===== src/rtl/bram_word_reader_pkg.sv =====
// Shared definitions for the BRAM word reader and the downstream pixel concat stage.
package bram_word_reader_pkg;

  localparam int DAT_WIDTH_DEF  = 32;
  localparam int ADDR_WIDTH_DEF = 16;

  // Packed RGB layout shared with the concat stage.
  localparam int BYTES_PER_PIX  = 3;
  localparam int BYTES_PER_WORD = 4;

  localparam logic [1:0] ST_IDLE  = 2'd0;
  localparam logic [1:0] ST_READ  = 2'd1;
  localparam logic [1:0] ST_DRAIN = 2'd2;

endpackage


===== src/rtl/bram_word_reader_if.sv =====
// BRAM read port plus word stream towards the concat stage; master is the reader side.
interface bram_word_reader_if
  import bram_word_reader_pkg::*;
#(
  parameter int DAT_WIDTH  = DAT_WIDTH_DEF,
  parameter int ADDR_WIDTH = ADDR_WIDTH_DEF
);

  logic                  bram_en;
  logic [ADDR_WIDTH-1:0] bram_addr;
  logic [DAT_WIDTH-1:0]  bram_rdata;
  logic [DAT_WIDTH-1:0]  odat;
  logic                  oval;
  logic                  istall;

  modport master (
    output bram_en, bram_addr, odat, oval,
    input  bram_rdata, istall
  );

  modport slave (
    input  bram_en, bram_addr, odat, oval,
    output bram_rdata, istall
  );

endinterface


===== src/rtl/bram_word_reader_chk.sv =====
// Run-time checks on the reader's skid FIFO.
module bram_word_reader_chk (
  input logic clk,
  input logic rst,
  input logic push,
  input logic full
);

  // The issue throttle keeps fifo+inflight within depth, so a push never meets a full FIFO.
  a_no_overflow: assert property (@(posedge clk) disable iff (!rst) !(push && full))
    else $error("bram_word_reader: skid FIFO push while full");

endmodule


===== src/rtl/bram_word_reader_sync_fifo.sv =====
// Small synchronous skid FIFO (power-of-2 depth) with combinational head read.
module bram_word_reader_sync_fifo #(
  parameter int DATA_WIDTH = 32,
  parameter int DEPTH      = 4
) (
  input  logic                    clk,
  input  logic                    rst,
  input  logic                    push,
  input  logic                    pop,
  input  logic [DATA_WIDTH-1:0]   wdata,
  output logic [DATA_WIDTH-1:0]   rdata,
  output logic                    full,
  output logic                    empty,
  output logic [$clog2(DEPTH):0]  count
);

  localparam int AW = $clog2(DEPTH);
  localparam int CW = AW + 1;

  logic [DATA_WIDTH-1:0] mem_r [DEPTH];
  logic [AW-1:0]         wptr_r;
  logic [AW-1:0]         rptr_r;
  logic [CW-1:0]         count_r;

  // Pointer and occupancy bookkeeping; pointers wrap naturally.
  always_ff @(posedge clk) begin
    if (!rst) begin
      wptr_r  <= '0;
      rptr_r  <= '0;
      count_r <= '0;
    end else begin
      if (push) wptr_r <= wptr_r + AW'(1);
      if (pop)  rptr_r <= rptr_r + AW'(1);
      case ({push, pop})
        2'b10:   count_r <= count_r + CW'(1);
        2'b01:   count_r <= count_r - CW'(1);
        default: count_r <= count_r;
      endcase
    end
  end

  // Storage array; contents are don't-care until written.
  always_ff @(posedge clk) begin
    if (push) mem_r[wptr_r] <= wdata;
  end

  assign rdata = mem_r[rptr_r];
  assign full  = (count_r == CW'(DEPTH));
  assign empty = (count_r == CW'(0));
  assign count = count_r;

endmodule


===== src/rtl/bram_word_reader.sv =====
// Streams word_cnt sequential BRAM words from base_addr to the concat stage, absorbing
// read latency in a skid FIFO and honouring the downstream one-cycle stall.
module bram_word_reader
  import bram_word_reader_pkg::*;
#(
  parameter int DAT_WIDTH  = DAT_WIDTH_DEF,
  parameter int ADDR_WIDTH = ADDR_WIDTH_DEF,
  parameter int CNT_WIDTH  = 16,
  parameter int RD_LAT     = 1,
  parameter int FIFO_DEPTH = 4
) (
  input  logic                  clk,
  input  logic                  rst,
  input  logic                  start,
  input  logic [ADDR_WIDTH-1:0] base_addr,
  input  logic [CNT_WIDTH-1:0]  word_cnt,
  output logic                  busy,
  output logic                  done,
  bram_word_reader_if.master    bus
);

  localparam int FCW   = $clog2(FIFO_DEPTH) + 1;
  localparam int OCC_W = $clog2(FIFO_DEPTH + RD_LAT + 1) + 1;

  logic [1:0]            state_r;
  logic [ADDR_WIDTH-1:0] base_r;
  logic [CNT_WIDTH-1:0]  cnt_r;
  logic [CNT_WIDTH-1:0]  issued_r;
  logic [CNT_WIDTH-1:0]  popped_r;
  logic [RD_LAT-1:0]     vpipe_r;
  logic                  stall_r;
  logic                  done_r;

  logic                  issue_s;
  logic                  push_s;
  logic                  pop_s;
  logic                  last_pop_s;
  logic                  fifo_full_s;
  logic                  fifo_empty_s;
  logic [FCW-1:0]        fifo_count_s;
  logic [OCC_W-1:0]      inflight_s;
  logic [OCC_W-1:0]      occ_s;
  logic [DAT_WIDTH-1:0]  fifo_head_s;

  // Read issue throttle: words already buffered plus words still in the BRAM pipe must fit.
  always_comb begin
    inflight_s = '0;
    for (int i = 0; i < RD_LAT; i++) begin
      inflight_s = inflight_s + OCC_W'(vpipe_r[i]);
    end
    occ_s = OCC_W'(fifo_count_s) + inflight_s;
    if ((state_r == ST_READ) && (issued_r < cnt_r) && (occ_s < OCC_W'(FIFO_DEPTH))) begin
      issue_s = 1'b1;
    end else begin
      issue_s = 1'b0;
    end
  end

  assign busy       = (state_r != ST_IDLE);
  assign done       = done_r;
  assign push_s     = vpipe_r[RD_LAT-1];
  assign pop_s      = !fifo_empty_s && !stall_r && busy;
  assign last_pop_s = pop_s && (popped_r == (cnt_r - CNT_WIDTH'(1)));

  assign bus.bram_en   = issue_s;
  assign bus.bram_addr = base_r + ADDR_WIDTH'(issued_r);
  assign bus.odat      = fifo_head_s;
  assign bus.oval      = pop_s;

  // Transfer FSM, counters, in-flight valid pipe and stall register.
  always_ff @(posedge clk) begin
    if (!rst) begin
      state_r  <= ST_IDLE;
      base_r   <= '0;
      cnt_r    <= '0;
      issued_r <= '0;
      popped_r <= '0;
      vpipe_r  <= '0;
      stall_r  <= 1'b0;
      done_r   <= 1'b0;
    end else begin
      stall_r    <= bus.istall;
      done_r     <= 1'b0;
      vpipe_r[0] <= issue_s;
      for (int i = 1; i < RD_LAT; i++) begin
        vpipe_r[i] <= vpipe_r[i-1];
      end
      if (issue_s) issued_r <= issued_r + CNT_WIDTH'(1);
      if (pop_s)   popped_r <= popped_r + CNT_WIDTH'(1);
      case (state_r)
        ST_IDLE: begin
          if (start) begin
            base_r   <= base_addr;
            cnt_r    <= word_cnt;
            issued_r <= '0;
            popped_r <= '0;
            state_r  <= ST_READ;
          end
        end
        ST_READ: begin
          // An empty transfer still spends one busy cycle before reporting done.
          if (cnt_r == CNT_WIDTH'(0)) begin
            state_r <= ST_IDLE;
            done_r  <= 1'b1;
          end else if (issue_s && (issued_r == (cnt_r - CNT_WIDTH'(1)))) begin
            state_r <= ST_DRAIN;
          end
        end
        ST_DRAIN: begin
          if (last_pop_s) begin
            state_r <= ST_IDLE;
            done_r  <= 1'b1;
          end
        end
        default: state_r <= ST_IDLE;
      endcase
    end
  end

  bram_word_reader_sync_fifo #(
    .DATA_WIDTH (DAT_WIDTH),
    .DEPTH      (FIFO_DEPTH)
  ) u_fifo (
    .clk   (clk),
    .rst   (rst),
    .push  (push_s),
    .pop   (pop_s),
    .wdata (bus.bram_rdata),
    .rdata (fifo_head_s),
    .full  (fifo_full_s),
    .empty (fifo_empty_s),
    .count (fifo_count_s)
  );

  bram_word_reader_chk u_chk (
    .clk  (clk),
    .rst  (rst),
    .push (push_s),
    .full (fifo_full_s)
  );

endmodule


===== src/flat_wrapper.sv =====
// flat-port wrapper written by rule: the top's interface ports become plain ports
module bram_word_reader_flat import bram_word_reader_pkg::*;
#(
  parameter int DAT_WIDTH  = DAT_WIDTH_DEF,
  parameter int ADDR_WIDTH = ADDR_WIDTH_DEF,
  parameter int CNT_WIDTH  = 16,
  parameter int RD_LAT     = 1,
  parameter int FIFO_DEPTH = 4
)
  (clk, rst, start, base_addr, word_cnt, busy, done, bus_bram_en, bus_bram_addr, bus_odat, bus_oval, bus_bram_rdata, bus_istall);
  bram_word_reader_if #(.DAT_WIDTH(DAT_WIDTH), .ADDR_WIDTH(ADDR_WIDTH)) bus_i ();
  input  logic clk;
  input  logic rst;
  input  logic start;
  input  logic [ADDR_WIDTH-1:0] base_addr;
  input  logic [CNT_WIDTH-1:0] word_cnt;
  output logic busy;
  output logic done;
  output wire logic [$bits(bus_i.bram_en)-1:0] bus_bram_en;
  output wire logic [$bits(bus_i.bram_addr)-1:0] bus_bram_addr;
  output wire logic [$bits(bus_i.odat)-1:0] bus_odat;
  output wire logic [$bits(bus_i.oval)-1:0] bus_oval;
  input wire logic [$bits(bus_i.bram_rdata)-1:0] bus_bram_rdata;
  input wire logic [$bits(bus_i.istall)-1:0] bus_istall;
  assign bus_bram_en = bus_i.bram_en;
  assign bus_bram_addr = bus_i.bram_addr;
  assign bus_odat = bus_i.odat;
  assign bus_oval = bus_i.oval;
  assign bus_i.bram_rdata = bus_bram_rdata;
  assign bus_i.istall = bus_istall;
  bram_word_reader #(.DAT_WIDTH(DAT_WIDTH), .ADDR_WIDTH(ADDR_WIDTH), .CNT_WIDTH(CNT_WIDTH), .RD_LAT(RD_LAT), .FIFO_DEPTH(FIFO_DEPTH)) u_core (.clk(clk), .rst(rst), .start(start), .base_addr(base_addr), .word_cnt(word_cnt), .busy(busy), .done(done), .bus(bus_i));
endmodule

===== config.mk =====
export PLATFORM = sky130hd
export DESIGN_NAME = bram_word_reader_flat
export DESIGN_NICKNAME = d
export VERILOG_FILES = /design/src/rtl/bram_word_reader_pkg.sv /design/src/rtl/bram_word_reader_if.sv /design/src/rtl/bram_word_reader_chk.sv /design/src/rtl/bram_word_reader_sync_fifo.sv /design/src/rtl/bram_word_reader.sv /design/src/flat_wrapper.sv
export SDC_FILE = /design/constraint.sdc
export NUM_CORES = 1
export LEC_CHECK = 0
export ABC_AREA = 1
export CAP_MARGIN = 20
export CORE_MARGIN = 8
export CORE_UTILIZATION = 43
export DETAILED_ROUTE_END_ITERATION = 10
export HOLD_SLACK_MARGIN = 0.08
export PLACE_DENSITY = 0.64
export SLEW_MARGIN = 15
export SYNTH_ARGS = -nofsm -noshare
export SYNTH_HDL_FRONTEND = slang
export SYNTH_SLANG_ARGS = --single-unit

===== constraint.sdc =====
create_clock -name clk -period 2.3 [get_ports clk]
set_input_delay 0.46 -clock clk [delete_from_list [all_inputs] [get_ports clk]]
set_output_delay 0.46 -clock clk [all_outputs]
set_load 0.05 [all_outputs]

==> results.py <==
metrics = {
    "synthesis": {
        "async_flop_share_pct": 0,
        "yosysWarnings": 0,
        "syn_area_per_cell_um2": 9.122,
        "synth-edff-count": 128,
        "synth_area_leaders": "edfxtp_1, dfxtp_1, nor2_1",
        "synth.net_count": 1205,
        "synth.top_cell.area_share_pct": 38.59,
        "synth.ff_latch_count": 206,
        "ys.flop_type": "edfxtp_1",
        "ys_seq_area_share_pct": 54.26,
        "synth_area_um2": 9961,
        "yosysUniqueCellTypes": 38,
        "synthCells": 1092,
        "yosysTopAreaCell": "edfxtp_1",
    },
    "critical_path": {
        "crit_type": "register to output pin",
        "cp-end-kind": "output pin",
        "critical-path-top-delay-family": "simple AND/OR/NAND/NOR gates",
        "crit_path_max_incr_delay_ns": 0.36,
        "cp_max_fo": 2,
        "worstPathBufferInverterCount": 2,
        "critical_path_required_ns": 1.84,
        "crit_top_cell": "nand2_2",
        "cp.arrival_ns": 2.50,
        "startpoint_type": "register",
        "crit_chain": "ha_4 -> inv_2 -> fa_2 -> nor2_4 -> a211oi_2 -> o21ai_2 -> nand2_1 -> nand2_2 -> nand2_2 -> nand2_2 -> nand3_2 -> nand2_2 -> xor2_4 -> buf_12",
        "slowest_stage": "fa_2",
    },
    "status": {
        "outcome": "finished with violations",
        "violations": "setup timing",
    },
    "drt": {
        "avgViaCountPerCell": 5.133,
        "postRouteAntennaNets": 0,
        "wl_mm": 26.03,
        "vias": 8259,
        "firstDrtPassIters": 5,
        "drc": 0,
        "wl_per_cell_um": 16.18,
        "drt_iter0_drc": 467,
    },
    "global_route": {
        "grt.total_usage_pct": 18.03,
        "grt_max_degree": 44,
        "grt_overflow_total": 0,
        "grt_pass1_wl_mm": 41.57,
        "grt_antenna_before_repair": 0,
        "grt_pass1_vias": 8177,
    },
    "power_and_ir_drop": {
        "ir_drop_mv": 0.6605,
        "power.leakage_nw": 5.459,
        "p_total_mw": 14.31,
        "powerDensity_nw_per_um2": 1031,
    },
    "timing": {
        "min_period_ns": 2.957,
        "finalClockSkew_ns": 0.007465,
        "finalMaxSlewViolations": 0,
        "finalSetupViolations": 14,
        "finalWorstSetupSlack_ns": -0.6571,
        "rsz0062_at_grt": "yes",
        "hold_ws_ns": 0.4660,
        "tightest_slew_ns": 0.5781,
        "min_period_over_period_pct": 128.6,
        "slew_headroom_pct": 61.11,
        "finalHoldViolCount": 0,
        "max_clock_freq_ghz": 0.3382,
    },
    "placed_design": {
        "placedCellCount": 1542,
        "port_buffers": 119,
        "routabilityCongestion": 0.8716,
        "dp_hpwl_mm": 17.30,
    },
    "cts": {
        "holdBufCountCts": 0,
        "insertion_delay_ns": 0.50,
        "cts.sinks": 206,
        "htree_levels": 1,
        "clkTransAtPathRegs_ns": 0.06,
        "cts_tree": "done",
        "root_buffer": "clkbuf_16",
        "numCtsBuffers": 23,
        "cts_max_path_buffers": 3,
    },
    "hold_path": {
        "hp-class": "register to register",
    },
    "floorplan": {
        "die-area_um2": 28290,
        "pin_count": 120,
        "die_y_um": 168.2,
        "rows": 55,
        "core_area_um2": 22710,
        "initial_core_util_pct": 43.86,
        "die_w_um": 168.2,
    },
    "finish": {
        "final.fill_count": 1874,
        "nNetsFinal": 1420,
        "areaGrowthSynthToFinish_pct": 39.37,
        "stdcell_count": 1609,
        "drive_above_1_share_pct": 25.08,
        "diodes": 0,
    },
    "job": {
        "maxCapViolations": 0,
    },
}
## synth_stat cells, types with 30 or more instances
| master | instances |
|---|---|
| o22ai_1 | 32 |
| nor2_1 | 179 |
| dfxtp_1 | 78 |
| nand3_1 | 63 |
| xor2_1 | 37 |
| a21oi_1 | 54 |
| inv_1 | 91 |
| nand2_1 | 158 |
| edfxtp_1 | 128 |
| o21ai_0 | 113 |
| clkbuf_1 | 30 |
| ha_1 | 43 |
## report_power, final
group / internal, mW / leakage [nW] / switching (mW)
clock network: 2.29 / 0.386 / 1.50
logic: 2.33 / 3.27 / 3.69
registers: 4.31 / 1.80 / 0.192
total: 8.93 / 5.46 / 5.38
## registers in the layout (all words and copies together) (netlist names), 2 cells and up, named ones only
signal                flops
u_core.u_fifo.mem_r     128
u_core.base_r            16
u_core.cnt_r             16
u_core.issued_r          16
u_core.popped_r          16
u_core.u_fifo.count       3
u_core.state_r            2
u_core.u_fifo.rptr_r      2
u_core.u_fifo.wptr_r      2
## stage by stage
step	TNS, ns	cell area (µm²)	utilization, %	setup slack [ns]
finish	-6.130	13880	61.13	-0.6571
global route	-7.429	13880	61.13	-0.7467
CTS	-6.002	13490	59.42	-0.7043
detailed placement	-0.6473	12290	54.10	-0.1921
global placement	-0.4835	12290	54.10	-0.1646
floorplan	-0.8373	10150	-	-0.2272
## worst reg2reg max path, cell delays in order (launching register included)
cell	delay, ns
dfxtp_2	0.33
inv_1	0.06
ha_1	0.28
nand2_2	0.06
or2_2	0.30
a21oi_2	0.15
nor2_2	0.05
nand3_2	0.09
nor2_4	0.04
buf_4	0.12
buf_4	0.13
inv_2	0.09
buf_6	0.14
nor2_4	0.04
xor2_1	0.14
nor2_1	0.13
## final cells by class
type	count	area (µm²)	area share, %
multi-input combinational	758	4683	33.74
tap	285	356.6	2.569
clock buffer	28	625.6	4.507
sequential	206	5443	39.21
inverter	95	369.1	2.659
clock inverter	14	165.2	1.190
timing repair buffer	223	2240	16.13
## placed cells by master, fill, tap and decap left out, types with 9 or more instances in the layout
cell	count
nor2_1	168
nand2_1	144
edfxtp_1	128
buf_4	115
o21ai_0	98
inv_1	80
clkdlybuf4s50_1	68
nand3_1	55
dfxtp_1	54
a21oi_1	47
o22ai_1	32
ha_1	30
xor2_1	28
clkbuf_16	26
buf_12	21
dfxtp_2	21
nand2_2	17
o21ai_1	14
buf_6	13
ha_4	12
inv_2	11
nor3_1	11
nand4_1	11
nor2_2	10
nor2_4	10
nand3_2	9
## cells by family after synthesis
group | synth area share [%]
and+or+nand+nor | 19.92
AOI/OAI and AO/OA | 11.39
DFF | 54.26
buffers and inverters | 4.836
adders and majority gates | 5.803
xor gates and xnor gates | 3.781
## worst paths after layout
path	startpoint	end	slack [ns]	cells after the start
max	u_core.base_r[0]	bus_bram_addr[12]	-0.66	14
min	u_core.u_fifo.rptr_r[1]	register	0.47	2
max reg2reg	u_core.cnt_r[10]	u_core.issued_r[3]	0.06	15
min reg2reg	u_core.u_fifo.rptr_r[1]	register	0.47	2
## timing repair
| item | 4_1_cts | 5_1_grt |
|---|---|---|
| pin swaps | 24 | 36 |
| setup endpoints to repair | 49 | 52 |
| buffers inserted | 12 | 15 |
| cloned | 2 | 2 |
| gates resized for setup | 57 | 85 |
## routing by layer
layer | vias to the layer above | wire (µm) | GRT usage [%]
li1 | 4169 | - | -
met1 | 3833 | 11260 | 22.16
met2 | 224 | 12570 | 31.34
met3 | 33 | 1774 | 4.514
met4 | 0 | 431 | 4.154
met5 | - | 0 | 0
(Power assumes the default switching activity.)
